[src/rtl/uart_pkg.sv]
// Shared definitions for the UART transmit path.
//   - Arbiter state encodings (s_ARB_*) and the matching enum type.
//   - clog2 / idx_w helpers for sizing index fields.
//   - Default word length shared with uart_tx.
package uart_pkg;

  localparam logic [1:0] s_ARB_IDLE = 2'b00;
  localparam logic [1:0] s_ARB_WAIT = 2'b01;
  localparam logic [1:0] s_ARB_GAP  = 2'b10;

  localparam int c_DEF_WORD_LEN = 8;

  typedef enum logic [1:0] {
    ARB_IDLE = s_ARB_IDLE,
    ARB_WAIT = s_ARB_WAIT,
    ARB_GAP  = s_ARB_GAP
  } arb_state_e;

  function automatic int clog2(input int n);
    int r;
    r = 0;
    for (int i = 0; i < 31; i++) begin
      if ((1 << i) < n) r = i + 1;
    end
    return r;
  endfunction

  // Index width that never collapses to zero bits.
  function automatic int idx_w(input int n);
    return (clog2(n) < 1) ? 1 : clog2(n);
  endfunction

endpackage

[src/rtl/rr_pick.sv]
// Combinational round-robin picker: first set bit of i_req searching
// upward from i_ptr, wrapping modulo p_N. Works for non-power-of-two p_N.
// Ports:
//   i_req   [p_N]  request vector
//   i_ptr   [c_W]  search start index (0..p_N-1)
//   o_idx   [c_W]  chosen index (0 when nothing requested)
//   o_valid        any request present
module rr_pick import uart_pkg::*; #(
  parameter  int p_N  = 4,
  localparam int c_W  = idx_w(p_N)
) (
  input  logic [p_N-1:0] i_req,
  input  logic [c_W-1:0] i_ptr,
  output logic [c_W-1:0] o_idx,
  output logic           o_valid
);

  localparam int c_SW = c_W + 1;

  logic [c_SW-1:0] w_sum;

  // Walk offsets from farthest to nearest so the nearest hit wins.
  always_comb begin
    o_idx   = '0;
    o_valid = 1'b0;
    w_sum   = '0;
    for (int off = p_N - 1; off >= 0; off--) begin
      w_sum = {1'b0, i_ptr} + c_SW'(off);
      if (w_sum >= c_SW'(p_N)) w_sum = w_sum - c_SW'(p_N);
      if (i_req[w_sum[c_W-1:0]]) begin
        o_idx   = w_sum[c_W-1:0];
        o_valid = 1'b1;
      end
    end
  end

endmodule

[src/rtl/uart_tx_arbiter.sv]
// Round-robin arbiter sharing one uart_tx between p_NUM_REQ requesters.
// One word is accepted per grant; the frame is tracked to completion via the
// rising edge of i_tx_done, then an optional idle gap precedes re-arbitration.
// Optional feature macro: UART_ARB_TIMEOUT_EN (adds o_timeout and a watchdog
// in WAIT that abandons a frame after p_TIMEOUT cycles without a done edge).
// Ports:
//   i_clk, i_rst        clock, synchronous active-high reset
//   i_req  / i_data     per-requester level request and flattened words
//   o_grant             one-hot 1-cycle pulse, word accepted
//   o_owner             current or last winner
//   o_busy              state is not IDLE
//   o_frame_done        1-cycle pulse on frame completion
//   o_tx_dv / o_tx_data to uart_tx
//   i_tx_done/i_tx_active from uart_tx
//   o_timeout           watchdog pulse (UART_ARB_TIMEOUT_EN only)
// States:
//   IDLE | waiting for a request while the transmitter is inactive
//   WAIT | word handed to uart_tx, waiting for the done edge
//   GAP  | idle spacing after a frame before re-arbitration
module uart_tx_arbiter import uart_pkg::*; #(
  parameter  int p_NUM_REQ    = 4,
  parameter  int p_WORD_LEN   = c_DEF_WORD_LEN,
  parameter  int p_GAP_CYCLES = 0,
  parameter  int p_TIMEOUT    = 4096,
  localparam int c_OW         = idx_w(p_NUM_REQ),
  localparam int c_DW         = p_WORD_LEN + 1
) (
  input  logic                       i_clk,
  input  logic                       i_rst,
  input  logic [p_NUM_REQ-1:0]       i_req,
  input  logic [p_NUM_REQ*c_DW-1:0]  i_data,
  output logic [p_NUM_REQ-1:0]       o_grant,
  output logic [c_OW-1:0]            o_owner,
  output logic                       o_busy,
  output logic                       o_frame_done,
  output logic                       o_tx_dv,
  output logic [c_DW-1:0]            o_tx_data,
  input  logic                       i_tx_done,
  input  logic                       i_tx_active
`ifdef UART_ARB_TIMEOUT_EN
  ,
  output logic                       o_timeout
`endif
);

  arb_state_e           r_state, w_state_nxt;
  logic [c_OW-1:0]      r_ptr, w_ptr_nxt;
  logic [7:0]           r_gap_cnt, w_gap_nxt;
  logic                 r_done_d;
  logic [p_NUM_REQ-1:0] r_grant, w_grant_nxt;
  logic [c_OW-1:0]      r_owner, w_owner_nxt;
  logic                 r_frame_done, w_fd_nxt;
  logic                 r_tx_dv, w_dv_nxt;
  logic [c_DW-1:0]      r_tx_data, w_data_nxt;

  logic [c_OW-1:0]      w_pick_idx;
  logic                 w_pick_vld;
  logic [c_DW-1:0]      w_word;
  logic                 w_done_edge;
  logic [c_OW-1:0]      w_owner_inc;

`ifdef UART_ARB_TIMEOUT_EN
  localparam int c_WDW = idx_w(p_TIMEOUT);
  logic [c_WDW-1:0]     r_wd_cnt, w_wd_nxt;
  logic                 r_timeout, w_to_nxt;
`endif

  rr_pick #(.p_N(p_NUM_REQ)) u_pick (
    .i_req   (i_req),
    .i_ptr   (r_ptr),
    .o_idx   (w_pick_idx),
    .o_valid (w_pick_vld)
  );

  assign w_word      = i_data[w_pick_idx*c_DW +: c_DW];
  assign w_done_edge = i_tx_done & ~r_done_d;
  assign w_owner_inc = (r_owner == c_OW'(p_NUM_REQ - 1)) ? '0 : r_owner + c_OW'(1);

  always_comb begin
    w_state_nxt = r_state;
    w_ptr_nxt   = r_ptr;
    w_gap_nxt   = r_gap_cnt;
    w_grant_nxt = '0;
    w_dv_nxt    = 1'b0;
    w_fd_nxt    = 1'b0;
    w_owner_nxt = r_owner;
    w_data_nxt  = r_tx_data;
`ifdef UART_ARB_TIMEOUT_EN
    w_wd_nxt    = r_wd_cnt;
    w_to_nxt    = 1'b0;
`endif
    case (r_state)
      ARB_IDLE: begin
        if (w_pick_vld && !i_tx_active) begin
          w_grant_nxt = {{(p_NUM_REQ-1){1'b0}}, 1'b1} << w_pick_idx;
          w_dv_nxt    = 1'b1;
          w_data_nxt  = w_word;
          w_owner_nxt = w_pick_idx;
          w_state_nxt = ARB_WAIT;
`ifdef UART_ARB_TIMEOUT_EN
          w_wd_nxt    = c_WDW'(p_TIMEOUT - 1);
`endif
        end
      end
      ARB_WAIT: begin
        if (w_done_edge) begin
          w_fd_nxt  = 1'b1;
          w_ptr_nxt = w_owner_inc;
          if (p_GAP_CYCLES > 0) begin
            w_state_nxt = ARB_GAP;
            w_gap_nxt   = 8'(p_GAP_CYCLES - 1);
          end else begin
            w_state_nxt = ARB_IDLE;
          end
        end
`ifdef UART_ARB_TIMEOUT_EN
        else if (r_wd_cnt == '0) begin
          // Abandon the frame: move on to the next requester silently.
          w_to_nxt    = 1'b1;
          w_ptr_nxt   = w_owner_inc;
          w_state_nxt = ARB_IDLE;
        end else begin
          w_wd_nxt = r_wd_cnt - c_WDW'(1);
        end
`endif
      end
      ARB_GAP: begin
        if (r_gap_cnt == 8'd0) w_state_nxt = ARB_IDLE;
        else                   w_gap_nxt   = r_gap_cnt - 8'd1;
      end
      default: w_state_nxt = ARB_IDLE;
    endcase
  end

  always_ff @(posedge i_clk) begin
    if (i_rst) begin
      r_state      <= ARB_IDLE;
      r_ptr        <= '0;
      r_gap_cnt    <= '0;
      r_done_d     <= 1'b0;
      r_grant      <= '0;
      r_owner      <= '0;
      r_frame_done <= 1'b0;
      r_tx_dv      <= 1'b0;
      r_tx_data    <= '0;
`ifdef UART_ARB_TIMEOUT_EN
      r_wd_cnt     <= '0;
      r_timeout    <= 1'b0;
`endif
    end else begin
      r_state      <= w_state_nxt;
      r_ptr        <= w_ptr_nxt;
      r_gap_cnt    <= w_gap_nxt;
      r_done_d     <= i_tx_done;
      r_grant      <= w_grant_nxt;
      r_owner      <= w_owner_nxt;
      r_frame_done <= w_fd_nxt;
      r_tx_dv      <= w_dv_nxt;
      r_tx_data    <= w_data_nxt;
`ifdef UART_ARB_TIMEOUT_EN
      r_wd_cnt     <= w_wd_nxt;
      r_timeout    <= w_to_nxt;
`endif
    end
  end

  assign o_grant      = r_grant;
  assign o_owner      = r_owner;
  assign o_busy       = (r_state != ARB_IDLE);
  assign o_frame_done = r_frame_done;
  assign o_tx_dv      = r_tx_dv;
  assign o_tx_data    = r_tx_data;
`ifdef UART_ARB_TIMEOUT_EN
  assign o_timeout    = r_timeout;
`endif

endmodule

[config.mk]
export PLATFORM = sky130hd
export DESIGN_NAME = uart_tx_arbiter
export DESIGN_NICKNAME = d
export VERILOG_FILES = /design/src/rtl/uart_pkg.sv /design/src/rtl/rr_pick.sv /design/src/rtl/uart_tx_arbiter.sv
export SDC_FILE = /design/constraint.sdc
export NUM_CORES = 1
export LEC_CHECK = 0
export BUFFER_PORTS_ARGS = -buffer_cell sky130_fd_sc_hd__clkbuf_2
export CAP_MARGIN = 20
export CORE_UTILIZATION = 42
export DETAILED_ROUTE_END_ITERATION = 6
export PLACE_DENSITY = 0.87
export SLEW_MARGIN = 20
export SYNTH_ARGS = -nofsm -noshare
export SYNTH_HDL_FRONTEND = slang
export SYNTH_HIERARCHICAL = 1
export SYNTH_SLANG_ARGS = --single-unit
[constraint.sdc]
create_clock -name i_clk -period 2.4 [get_ports i_clk]
set_input_delay 0.48 -clock i_clk [delete_from_list [all_inputs] [get_ports i_clk]]
set_output_delay 0.48 -clock i_clk [all_outputs]
set_load 0.01 [all_outputs]
==> impl_metrics.yaml <==
worst_setup_path:
  crit_buf_inv: 0
  critPathKind: "register to register"
  crit_fanout: 14
  crit_arrival_ns: 2.37
  slowest_stage: "nor2_1"
  critPathMaxStageDelay_ns: 0.73
  cp_cell_sequence: "nor3b_1, a211oi_1, nor2_1, mux4_1, a22o_1"
  path_delay_family: "simple AND/OR/NAND/NOR gates"
  worst_setup_path_start_kind: "register"
  worst-endpoint-required_ns: 2.61
  endpoint_kind: "register"
synthesis:
  syn_area_um2: 1000
  synth_seq_cells: 21
  synth_warnings: 6
  synthCells: 81
  synth_seq_area_share: 0.419
  syn_nets: 126
  synth_area_per_cell_um2: 12.4
  synth_cell_types: 26
sta:
  finalSetupViolations: 0
  finClkSkew_ns: 0.00862
  timing.setup.tns_ns: 0
  worst_pin_slew_ns: 0.956
  hold_viol_final: 0
  post-route-min-period_ns: 2.17
  max_freq_mhz: 462
  rsz0062_at_grt: "false"
  setup_slack_ns: 0.234
  relSlewSlack: 0.360
  slew_viol_final: 0
  final.period_utilization: 0.902
drt:
  drt-pass1-iter-count: 4
  num_vias: 902
  totalWireLength_um: 2350
  drtIter0Drc: 12
  drcViolationCount: 0
  drtAntennaViolNets: 0
  wl_per_cell_um: 13.7
  via_per_inst: 5.27
final_layout:
  fin_nets: 189
  final_core_utilization: 0.605
  drive_gt1_frac: 0.538
  area_growth_pct: 34.8
  multi_input_area_um2: 548
  regArea_um2: 420
  nFillCells: 194
  n_antenna_cell: 0
floorplanning:
  start_util: 0.449
  die_y_um: 50.9
  rows: 17
  dieArea_um2: 2590
  dieWidth_um: 50.9
  core_area_um2: 2230
  io_pins: 62
global_routing:
  grt_max_degree: 15
  use_met3: 0.0714
  top_usage_layer: "met2"
  grt-ovfl-total: 0
  grt_pass1_vias: 868
  grt_antenna_before_repair: 0
  track_usage: 0.197
  grt_pass1_wl_um: 3800
  grtUsageMet1: 0.233
  use_met2: 0.336
clock_tree:
  cts_made_buffers: 3
  cts_tree: "done"
  cts.sinks: 21
  insertion_delay_ns: 0.31
  cts_resized: 0
  postCtsHoldBufs: 0
  cts_buffer_depth: 2
  clk_pin_slew_ns: 0.11
  postCtsSetupRepairBufs: 0
  cts_root_buf: "clkbuf_4"
  htree_num_levels: 1
placed_design:
  dp_slack_ns: 0.0423
  dp_hpwl_um: 1830
  portBuffers: 61
  place_congestion: 0.719
outcome:
  outcome: "complete, no violations"
pwr:
  power.density_cell_area_nw_per_um2: 534
  fin_total_pwr_uw: 722
  power.leakage_nw: 0.667
  vdd_ir_drop_max_mv: 0.336
job:
  drv_cap: 0
min_path:
  worstHoldPathType: "input pin to register"
## cells in the mapped netlist
cell | number | area [µm²]
dfxtp_1 | 21 | 420
nor2_1 | 11 | 41.3
a22o_1 | 9 | 78.8
mux4_2 | 5 | 113
mux2i_1 | 4 | 40.0
mux4_1 | 4 | 105
nand2_1 | 4 | 15.0
a21oi_1 | 2 | 10.0
nand2b_1 | 2 | 12.5
nor2b_1 | 2 | 12.5
nor3b_1 | 2 | 15.0
a211oi_1 | 1 | 7.51
a211oi_2 | 1 | 12.5
and3_2 | 1 | 7.51
and3b_2 | 1 | 10.0
buf_2 | 1 | 5.00
buf_4 | 1 | 7.51
buf_6 | 1 | 11.3
buf_8 | 1 | 15.0
clkbuf_1 | 1 | 3.75
ha_1 | 1 | 12.5
nand3b_1 | 1 | 7.51
nor3b_2 | 1 | 12.5
nor4b_2 | 1 | 15.0
o21ai_0 | 1 | 5.00
or3_1 | 1 | 6.26
## cells in the final DEF (no fill, tap or decap), drive strengths merged
cell | Yosys | final
clkinv | 0 | 1
nand3b | 1 | 1
o21ai | 1 | 1
dfxtp | 21 | 21
a211oi | 2 | 2
buf | 4 | 2
nor2 | 11 | 11
mux4 | 9 | 9
a21oi | 2 | 2
mux2i | 4 | 4
nand2 | 4 | 4
and3 | 1 | 1
a22o | 9 | 9
nor4b | 1 | 1
nor3b | 3 | 3
ha | 1 | 1
nand2b | 2 | 2
and3b | 1 | 1
clkbuf | 1 | 64
nor2b | 2 | 2
or3 | 1 | 1
## final timing paths
kind,start,to,slack [ns],cells past startpoint
worst max register to register,r_ptr[0]$_SDFFE_PP0P_,o_tx_data[4]$_SDFFE_PP0P_,0.23,5
worst min register to register,o_tx_data[4]$_SDFFE_PP0P_,o_tx_data[4]$_SDFFE_PP0P_,0.49,1
worst min-delay path,i_tx_done,r_done_d$_SDFF_PP0_,0.41,2
worst max-delay path,r_ptr[0]$_SDFFE_PP0P_,o_tx_data[4]$_SDFFE_PP0P_,0.23,5
## where the power goes
| part | internal (mW) | switching, mW | total [mW] | leakage (nW) |
|---|---|---|---|---|
| Sequential | 0.370 | 0.0139 | 0.384 | 0.172 |
| Combinational | 0.0941 | 0.0716 | 0.166 | 0.477 |
| Clock | 0.0622 | 0.109 | 0.172 | 0.0177 |
| Total | 0.527 | 0.195 | 0.722 | 0.667 |
## flip-flops by register name, indices dropped and copies added, names as in the netlist
signal,flops
r_ptr,2
r_done_d,1
o_tx_data,9
o_grant,4
r_state,1
o_frame_done,1
o_tx_dv,1
o_owner,2
## kinds of logic (layout without fill, tap and decap cells)
group | count (synthesis) | after routing | synth area share
compound gates | 14 | 14 | 0.114
fa+ha+maj | 1 | 1 | 0.0125
buf+inv | 5 | 67 | 0.0424
flops | 21 | 21 | 0.419
mux | 13 | 13 | 0.257
simple gates | 27 | 27 | 0.155
## metal layers
layer | vias to the layer above | share of wire
met1 | 408 | 0.45
met3 | 0 | 0.11
met2 | 56 | 0.45
met4 | 0 | 0
li1 | 438 | -
met5 | - | 0
## cell type report
| type | count | area share |
|---|---|---|
| tap | 28 | 0.0259 |
| multi-input combinational | 55 | 0.406 |
| timing repair buffer | 63 | 0.237 |
| sequential | 21 | 0.311 |
| clock buffer | 3 | 0.0167 |
| clock inverter | 1 | 0.00370 |
## per-stage QoR
| step | hold WS [ns] | instance area, µm² | instances |
|---|---|---|---|
| after floorplan | 0.466 | 1000 | 81 |
| after global placement | 0.461 | 1320 | 167 |
| after detailed placement | 0.464 | 1320 | 167 |
| after CTS | 0.396 | 1340 | 171 |
| after global routing | 0.395 | 1350 | 171 |
| final | 0.405 | 1350 | 171 |
(Power assumes the default switching activity.)
